## src/rtl/pifo_shift_queue.sv

```systemverilog
// Sorted shift-register PIFO: head holds the minimum rank, ties leave in arrival order.
// Define PIFO_EVICT_EN to accept pushes when full and evict the worst entry.
module pifo_shift_queue #(
  parameter  int DEPTH  = 16,
  parameter  int RANK_W = 16,
  parameter  int DATA_W = 32,
  localparam int CNT_W  = $clog2(DEPTH + 1)
) (
  input  logic              clk,
  input  logic              rst,
  input  logic              push_valid,
  output logic              push_ready,
  input  logic [RANK_W-1:0] push_rank,
  input  logic [DATA_W-1:0] push_data,
  output logic              pop_valid,
  input  logic              pop_ready,
  output logic [RANK_W-1:0] pop_rank,
  output logic [DATA_W-1:0] pop_data,
  output logic [CNT_W-1:0]  count,
  output logic              full,
  output logic              empty,
  output logic              evict_valid,
  output logic [DATA_W-1:0] evict_data
);

  logic [RANK_W-1:0] rank_q [DEPTH];
  logic [DATA_W-1:0] data_q [DEPTH];
  logic [DEPTH-1:0]  vld_q;
  logic [CNT_W-1:0]  cnt_q;

  logic [RANK_W-1:0] rank_d [DEPTH];
  logic [DATA_W-1:0] data_d [DEPTH];
  logic [DEPTH-1:0]  vld_d;
  logic [CNT_W-1:0]  cnt_d;

  logic             push_fire;
  logic             pop_fire;
  logic [CNT_W-1:0] ins;
  logic [CNT_W-1:0] pos;

  assign count     = cnt_q;
  assign full      = (cnt_q == CNT_W'(DEPTH));
  assign empty     = (cnt_q == '0);
  assign pop_valid = vld_q[0];
  assign pop_rank  = rank_q[0];
  assign pop_data  = data_q[0];

`ifdef PIFO_EVICT_EN
  assign push_ready = 1'b1;
`else
  assign push_ready = !full | pop_ready;
`endif

  assign push_fire = push_valid & push_ready;
  assign pop_fire  = pop_valid & pop_ready;

  // Equal ranks count as "ahead", so a newcomer lands behind them.
  always_comb begin
    ins = '0;
    for (int i = 0; i < DEPTH; i++) begin
      if (vld_q[i] && (rank_q[i] <= push_rank))
        ins = ins + CNT_W'(1);
    end
  end

  assign pos = (ins == '0) ? '0 : ins - CNT_W'(1);

`ifdef PIFO_EVICT_EN
  logic              evict_d;
  logic [DATA_W-1:0] evict_data_d;
  logic              evict_q;
  logic [DATA_W-1:0] evict_data_q;
`endif

  always_comb begin
    rank_d = rank_q;
    data_d = data_q;
    vld_d  = vld_q;
    cnt_d  = cnt_q;
`ifdef PIFO_EVICT_EN
    evict_d      = 1'b0;
    evict_data_d = '0;
`endif
    if (push_fire && pop_fire) begin
      for (int i = 0; i < DEPTH - 1; i++) begin
        if (CNT_W'(i) < pos) begin
          rank_d[i] = rank_q[i+1];
          data_d[i] = data_q[i+1];
        end
      end
      for (int i = 0; i < DEPTH; i++) begin
        if (CNT_W'(i) == pos) begin
          rank_d[i] = push_rank;
          data_d[i] = push_data;
          vld_d[i]  = 1'b1;
        end
      end
    end else if (pop_fire) begin
      for (int i = 0; i < DEPTH - 1; i++) begin
        rank_d[i] = rank_q[i+1];
        data_d[i] = data_q[i+1];
        vld_d[i]  = vld_q[i+1];
      end
      rank_d[DEPTH-1] = '0;
      data_d[DEPTH-1] = '0;
      vld_d[DEPTH-1]  = 1'b0;
      cnt_d = cnt_q - CNT_W'(1);
    end else if (push_fire) begin
`ifdef PIFO_EVICT_EN
      if (full && (ins == CNT_W'(DEPTH))) begin
        evict_d      = 1'b1;
        evict_data_d = push_data;
      end else begin
        if (full) begin
          evict_d      = 1'b1;
          evict_data_d = data_q[DEPTH-1];
        end else begin
          cnt_d = cnt_q + CNT_W'(1);
        end
`else
      begin
        cnt_d = cnt_q + CNT_W'(1);
`endif
        for (int i = 1; i < DEPTH; i++) begin
          if (CNT_W'(i) > ins) begin
            rank_d[i] = rank_q[i-1];
            data_d[i] = data_q[i-1];
            vld_d[i]  = vld_q[i-1];
          end
        end
        for (int i = 0; i < DEPTH; i++) begin
          if (CNT_W'(i) == ins) begin
            rank_d[i] = push_rank;
            data_d[i] = push_data;
            vld_d[i]  = 1'b1;
          end
        end
      end
    end
  end

  always_ff @(posedge clk) begin
    if (rst) begin
      vld_q <= '0;
      cnt_q <= '0;
      for (int i = 0; i < DEPTH; i++) begin
        rank_q[i] <= '0;
        data_q[i] <= '0;
      end
    end else begin
      vld_q  <= vld_d;
      cnt_q  <= cnt_d;
      rank_q <= rank_d;
      data_q <= data_d;
    end
  end

`ifdef PIFO_EVICT_EN
  always_ff @(posedge clk) begin
    if (rst) begin
      evict_q      <= 1'b0;
      evict_data_q <= '0;
    end else begin
      evict_q      <= evict_d;
      evict_data_q <= evict_data_d;
    end
  end

  assign evict_valid = evict_q;
  assign evict_data  = evict_data_q;
`else
  assign evict_valid = 1'b0;
  assign evict_data  = '0;
`endif

endmodule

```

## config.mk

```make
export PLATFORM = sky130hd
export DESIGN_NAME = pifo_shift_queue
export DESIGN_NICKNAME = d
export VERILOG_FILES = /design/src/rtl/pifo_shift_queue.sv
export SDC_FILE = /design/constraint.sdc
export NUM_CORES = 2
export LEC_CHECK = 0
export CAP_MARGIN = 15
export CORE_AREA = 3 3 266 333
export CTS_BUF_LIST = sky130_fd_sc_hd__clkbuf_8
export DETAILED_ROUTE_END_ITERATION = 12
export DIE_AREA = 0 0 269 336
export PLACE_DENSITY = 0.77
export SYNTH_ARGS = -nofsm -noshare
export SYNTH_HDL_FRONTEND = slang
export SYNTH_SLANG_ARGS = --single-unit
```

## constraint.sdc

```tcl
create_clock -name clk -period 18.2 [get_ports clk]
set_input_delay 4.55 -clock clk [delete_from_list [all_inputs] [get_ports clk]]
set_output_delay 4.55 -clock clk [all_outputs]
set_load 0.02 [all_outputs]
```

# Word level (Yosys, flattened, before mapping)
# Cells that the tools add are included.
[word_totals]
reg_bits = 789
input_bits = 52
output_inout_bits = 90
wordCells = 449
[classes]
add_sub_neg = 18
magnitude_cmp = 46
n_eq_ne = 62
mux = 199
n_bitwise = 4
n_reduce_logical = 71
[op_table]
columns = ["op", "count"]
rows = [
  ["$mux W32", 62],
  ["$mux W512", 3],
  ["$mux W16", 65],
  ["$mux W256", 3],
  ["$le A16 B16 Y1", 16],
  ["$reduce_and A3 Y1", 31],
  ["$mux W5", 18],
  ["$add A5 B1 Y5 const B", 16],
  ["$eq A4 B5 Y1 const A", 16],
  ["$reduce_bool A4 Y1", 15],
  ["$mux W1", 48],
  ["$ne A3 B1 Y1 const B", 15],
  ["$eq A3 B5 Y1 const A", 8],
  ["$gt A4 B5 Y1 const A", 8],
  ["$lt A4 B5 Y1 const A", 7],
  ["$ne A2 B1 Y1 const B", 16],
  ["$eq A2 B5 Y1 const A", 4],
  ["$gt A3 B5 Y1 const A", 4],
  ["$lt A3 B5 Y1 const A", 4],
  ["$logic_and A1 B1 Y1", 17],
  ["$logic_not A5 Y1", 3],
  ["$eq A1 B5 Y1 const A", 2],
  ["$gt A2 B5 Y1 const A", 2],
  ["$lt A1 B5 Y1 const A", 2],
  ["11 further kinds", 15],
]

# Longest topological paths before layout
[logic_depth]
ltp_word = 39
depth_mapped = 81
ltp_nobuf = 75

# Worst setup path before layout
# No wires, ideal clock.
[synth_timing]
kind = "input -> register"
startpoint = "input push_rank[1]"
endpoint = "register data_q[370] (netlist name)"
setup_ns = 0.139
arrival_time_ns = 17.630
required_time_ns = 18.061
slack_ns = 0.430
path_stages = 77
path_buffers = 4
path_cell_list = "clkbuf_1 inv_1 ha_1 nor2b_1 o21a_1 o21ai_0 nand2b_1 a21oi_1 nor2b_1 o21ai_0 nand2b_1 a21oi_1 o31ai_1 a21o_1 a21o_1 a21oi_1 inv_1 ha_1 [... 41 more ...] nor2_1 inv_1 ha_1 nand2_1 o21ai_0 ha_1 nor2_1 nor2_1 inv_1 ha_1 or3_1 a21oi_1 nor3_4 a221o_1 a211oi_1 buf_2 buf_2 a221oi_1"
[synth_via]
elab_chain_cells = 38
word_cells_on_any_way = 78
classes_between = "add/sub: 16; order compare: 18; eq/ne: 3; mux: 22; reduce/logical: 19"
[synth_lines]
columns = ["element", "line", "rtl"]
rows = [
  ["start, declared", "13", "input logic [RANK_W-1:0] push_rank,"],
  ["$le A16 B16 Y1", "61", "if (vld_q[i] && (rank_q[i] <= push_rank))"],
  ["$logic_and A1 B1 Y1", "61", ""],
  ["$mux W1", "61", ""],
  ["$add A5 B1 Y5", "62", "ins = ins + CNT_W'(1);"],
  ["$mux W5", "61", ""],
  ["$add A5 B1 Y5", "62", ""],
  ["$mux W5", "61", ""],
  ["$add A5 B1 Y5", "62", ""],
  ["[... 22 more ...]", "n/a", ""],
  ["$mux W5", "61", ""],
  ["$add A5 B1 Y5", "62", ""],
  ["$mux W5 (*)", "61", ""],
  ["$sub A5 B1 Y5, or another cell as far along", "66", "assign pos = (ins == '0) ? '0 : ins - CNT_W'(1);"],
  ["$mux W5 / $mux W32 (equally long branches)", "66, 132", ""],
  ["$lt A3 B5 Y1, or another cell as far along", "86", "if (CNT_W'(i) < pos) begin"],
  ["$ne A3 B1 Y1 (no source line), or another cell as far along", "n/a", ""],
  ["$reduce_and A3 Y1 (no source line) / $mux W512 (equally long branches)", "n/a", ""],
  ["end signal, assigned", "154", "data_q <= data_d;"],
  ["end, declared", "27", "logic [DATA_W-1:0] data_q [DEPTH];"],
]
# Mark *: on every way between the ends. The rest lies on a longest branch, timed or not. The select of a mux whose other input is x is not followed.
# A chain may end at the register's enable or synchronous reset.

# Worst setup path after layout
[layout_timing]
startpoint = "input push_rank[9]"
endpoint = "register data_q[371] (netlist name)"
# The elaborated chain is that of the path after synthesis.

==> metrics.cfg <==
[global_routing]
grt_usage_pct = 45.33
antenna_found_initial = 6
grt_pass1_vias = 54451
grt_max_degree = 156
grt_pass1_wl_um = 318100
grt_overflow_total = 0

[synthesis]
synth_cells = 6198
ys_seq_area_share_pct = 31.42
synth_common_cells = 789 x dfxtp_1, 607 x nand2_1, 518 x nor2_1
syn-cell-area_um2 = 50270
synth_most_common_cell = dfxtp_1
synth_top_family_by_area = compound AO/OA/AOI/OAI gates
synth_simple_gate_area_share_pct = 13.74
muxShareOfSynthArea_pct = 3.460
synth.top_cell.area_share_pct = 31.42
async_reset_ff_share_pct = 0
synth_flop_cell = dfxtp_1
synth.area.top_cells = dfxtp_1 31%, ha_1 7.0%, o221ai_1 5.9%
yosys_warnings = 0
synth_edf_count = 0
ys_types = 104
synth_fa_ha_area_share_pct = 7.053
synth_compound_area_share_pct = 33.25
ys_ff_latch = 789
synthXorXnorAreaFrac_pct = 1.752
synth_area_per_cell_um2 = 8.111
synth_top_cell_by_area = dfxtp_1

[route]
wl_per_cell_um = 28.32
routed-via-count = 55216
ant_nets = 0
firstDrtPassIters = 11
drc = 0
viasPerCell = 7.385
wl_um = 211800
drt-initial-drc-count = 7606

[clocking]
h-tree-depth = 4
cts_inserted_buffers = 131
cts_tree = yes
cts_max_path_buffers = 3
clock_sinks = 789
path_clk_slew_ps = 60
clockRootBuffer = clkbuf_8
clock_latency_ps = 850

[sta]
finalClockSkew_ps = 40.62
rsz0062_at_grt = yes
setup_tns_ps = 0
finalCriticalPeriod_ps = 17220
finalHoldViolCount = 0
min_period_over_period_pct = 94.61
slew_viol_final = 0
tightest_slew_ps = 1081
max_freq_ghz = 0.05808
relSlewSlack_pct = 27.92
fin_hold_ws_ps = 475.4
finalSetupViolCount = 0

[setup_path]
crit_fanout = 30
ff2ff_setup_slack_ps = 4900
arrival_ps = 17880
cp_slowest_cell = clkdlybuf4s50_1
cp-end-kind = flip-flop
path_class = input port to flip-flop
r2r-end = data_q[371]
critPathLaunchType = input port
crit_start = push_rank[9]
rr_startpoint = pop_rank[1]
cpMostUsedCell = ha_1
cp.required_ps = 18860
r2r_cells = 72
critPathMaxStageDelay_ps = 540

[floorplanning]
die_h_um = 336
die_w_um = 269
num_io_pins = 142
die_area_um2 = 90380
start_util_pct = 58.64
core_um2 = 85730
rows = 120

[final_layout]
drive_gt1_share_pct = 13.18
fin_cells = 7477
area_growth_syn_to_layout_pct = 16.22
final_core_util_pct = 68.15
fin_nets = 6553

[placement]
hpwl_um = 143400
portBuffers = 108
gp_congestion = 1.015
placedCellCount = 7243

[min_path]
worst_hold_path.num_cells = 2
holdCritStartpoint = data_q[456]
hold_path_class = flip-flop to flip-flop
min_to = data_q[456]

[run]
maxCapViolCount = 0

[run_status]
status = completed

-- placed cells by master (no fill, tap or decap), types with 13 or more instances in the layout --
| cell type | synthesis | layout |
|---|---|---|
| a21oi_1 | 425 | 414 |
| mux2i_1 | 158 | 157 |
| buf_4 | 101 | 331 |
| o21ai_0 | 116 | 111 |
| buf_12 | 0 | 158 |
| nand2_1 | 607 | 601 |
| nor3_1 | 75 | 74 |
| nor2_1 | 518 | 511 |
| nand2b_1 | 64 | 64 |
| a221oi_1 | 53 | 51 |
| o2111ai_1 | 100 | 100 |
| dfxtp_1 | 789 | 789 |
| clkbuf_8 | 0 | 150 |
| a31oi_1 | 25 | 18 |
| a311oi_1 | 62 | 62 |
| and3_1 | 17 | 14 |
| or3_1 | 60 | 59 |
| conb_1 | 1 | 33 |
| o211ai_1 | 13 | 13 |
| clkdlybuf4s50_1 | 0 | 106 |
| a21o_1 | 38 | 32 |
| a32o_1 | 97 | 97 |
| o2bb2ai_1 | 50 | 49 |
| a22oi_1 | 51 | 50 |
| o21a_1 | 26 | 24 |
| nand4_1 | 41 | 41 |
| a211oi_2 | 22 | 22 |
| nor2b_1 | 29 | 28 |
| xnor2_1 | 30 | 30 |
| o221ai_1 | 337 | 337 |
| ha_1 | 281 | 280 |
| a211oi_1 | 53 | 51 |
| o32ai_1 | 241 | 240 |
| o22ai_1 | 238 | 238 |
| o22a_1 | 145 | 144 |
| inv_1 | 349 | 401 |
| nand3_1 | 101 | 98 |
| and2_1 | 15 | 14 |
| o21ai_1 | 28 | 23 |
-- what timing repair did --
action | 4_1_cts | 5_1_grt
buffers inserted | 0 | 2
endpoints found under the hold margin | 0 | 0
hold buffers | 0 | 0
gates resized for setup | 0 | 13
setup endpoints to repair | 0 | 732
-- through the flow --
stage | worst slack [ps] | area [um2]
CTS | 783.5 | 58320
global placement | 192.7 | 55810
global route | -4.723 | 58420
detailed placement | 50.64 | 55810
floorplan | 430.5 | 50390
finish | 981.6 | 58430
-- worst max-delay path, delay by kind of cell --
kind	cells	cell delay [ps]
adders and majority gates	14	4110
buffers and inverters	14	1910
and+or+nand+nor	19	2220
xor gates and xnor gates	1	460
muxes	2	550
AOI/OAI and AO/OA	22	4050
-- kinds of logic (layout without fill, tap and decap cells) --
group                      count (synthesis)  in the layout
AOI/OAI and AO/OA                       2221           2221
and+or+nand+nor                         1575           1575
buffers and inverters                   1092           1174
DFF                                      789            789
adders and majority gates                283            283
muxes                                    169            169
xor gates and xnor gates                  68             68
other                                      1             39
-- worst max path at each step --
stage,end,cells after the start
final,data_q[371],72
after global routing,data_q[327],77
after CTS,data_q[448],74
after detailed placement,data_q[342],75
after global placement,data_q[329],75
after floorplan,data_q[370],77
-- sequential cells by signal, indices dropped and copies added (netlist names) --
signal / count
count: 5
data_q: 480
pop_data: 32
pop_rank: 16
rank_q: 240
vld_q: 16
-- cell type report --
cell class | count | area, um2
multi-input combinational | 4349 | 30590
fill | 6961 | 27300
sequential | 789 | 15800
timing repair buffer | 597 | 6729
clock buffer | 150 | 2064
tap | 1159 | 1450
inverter | 351 | 1328
clock inverter | 76 | 452.9
antenna | 6 | 15.01
-- metal layers --
metal	vias up	wire length, um	GRT usage [%]
met5	-	46	0
met4	2	19730	35.95
met3	1422	28140	14.61
met2	4375	90340	68.47
met1	25980	73490	52.78
li1	23437	-	-
Power is left out: the tool's default activity adds up to more than one toggle a clock period on the data nets, which glitch-free logic cannot reach.
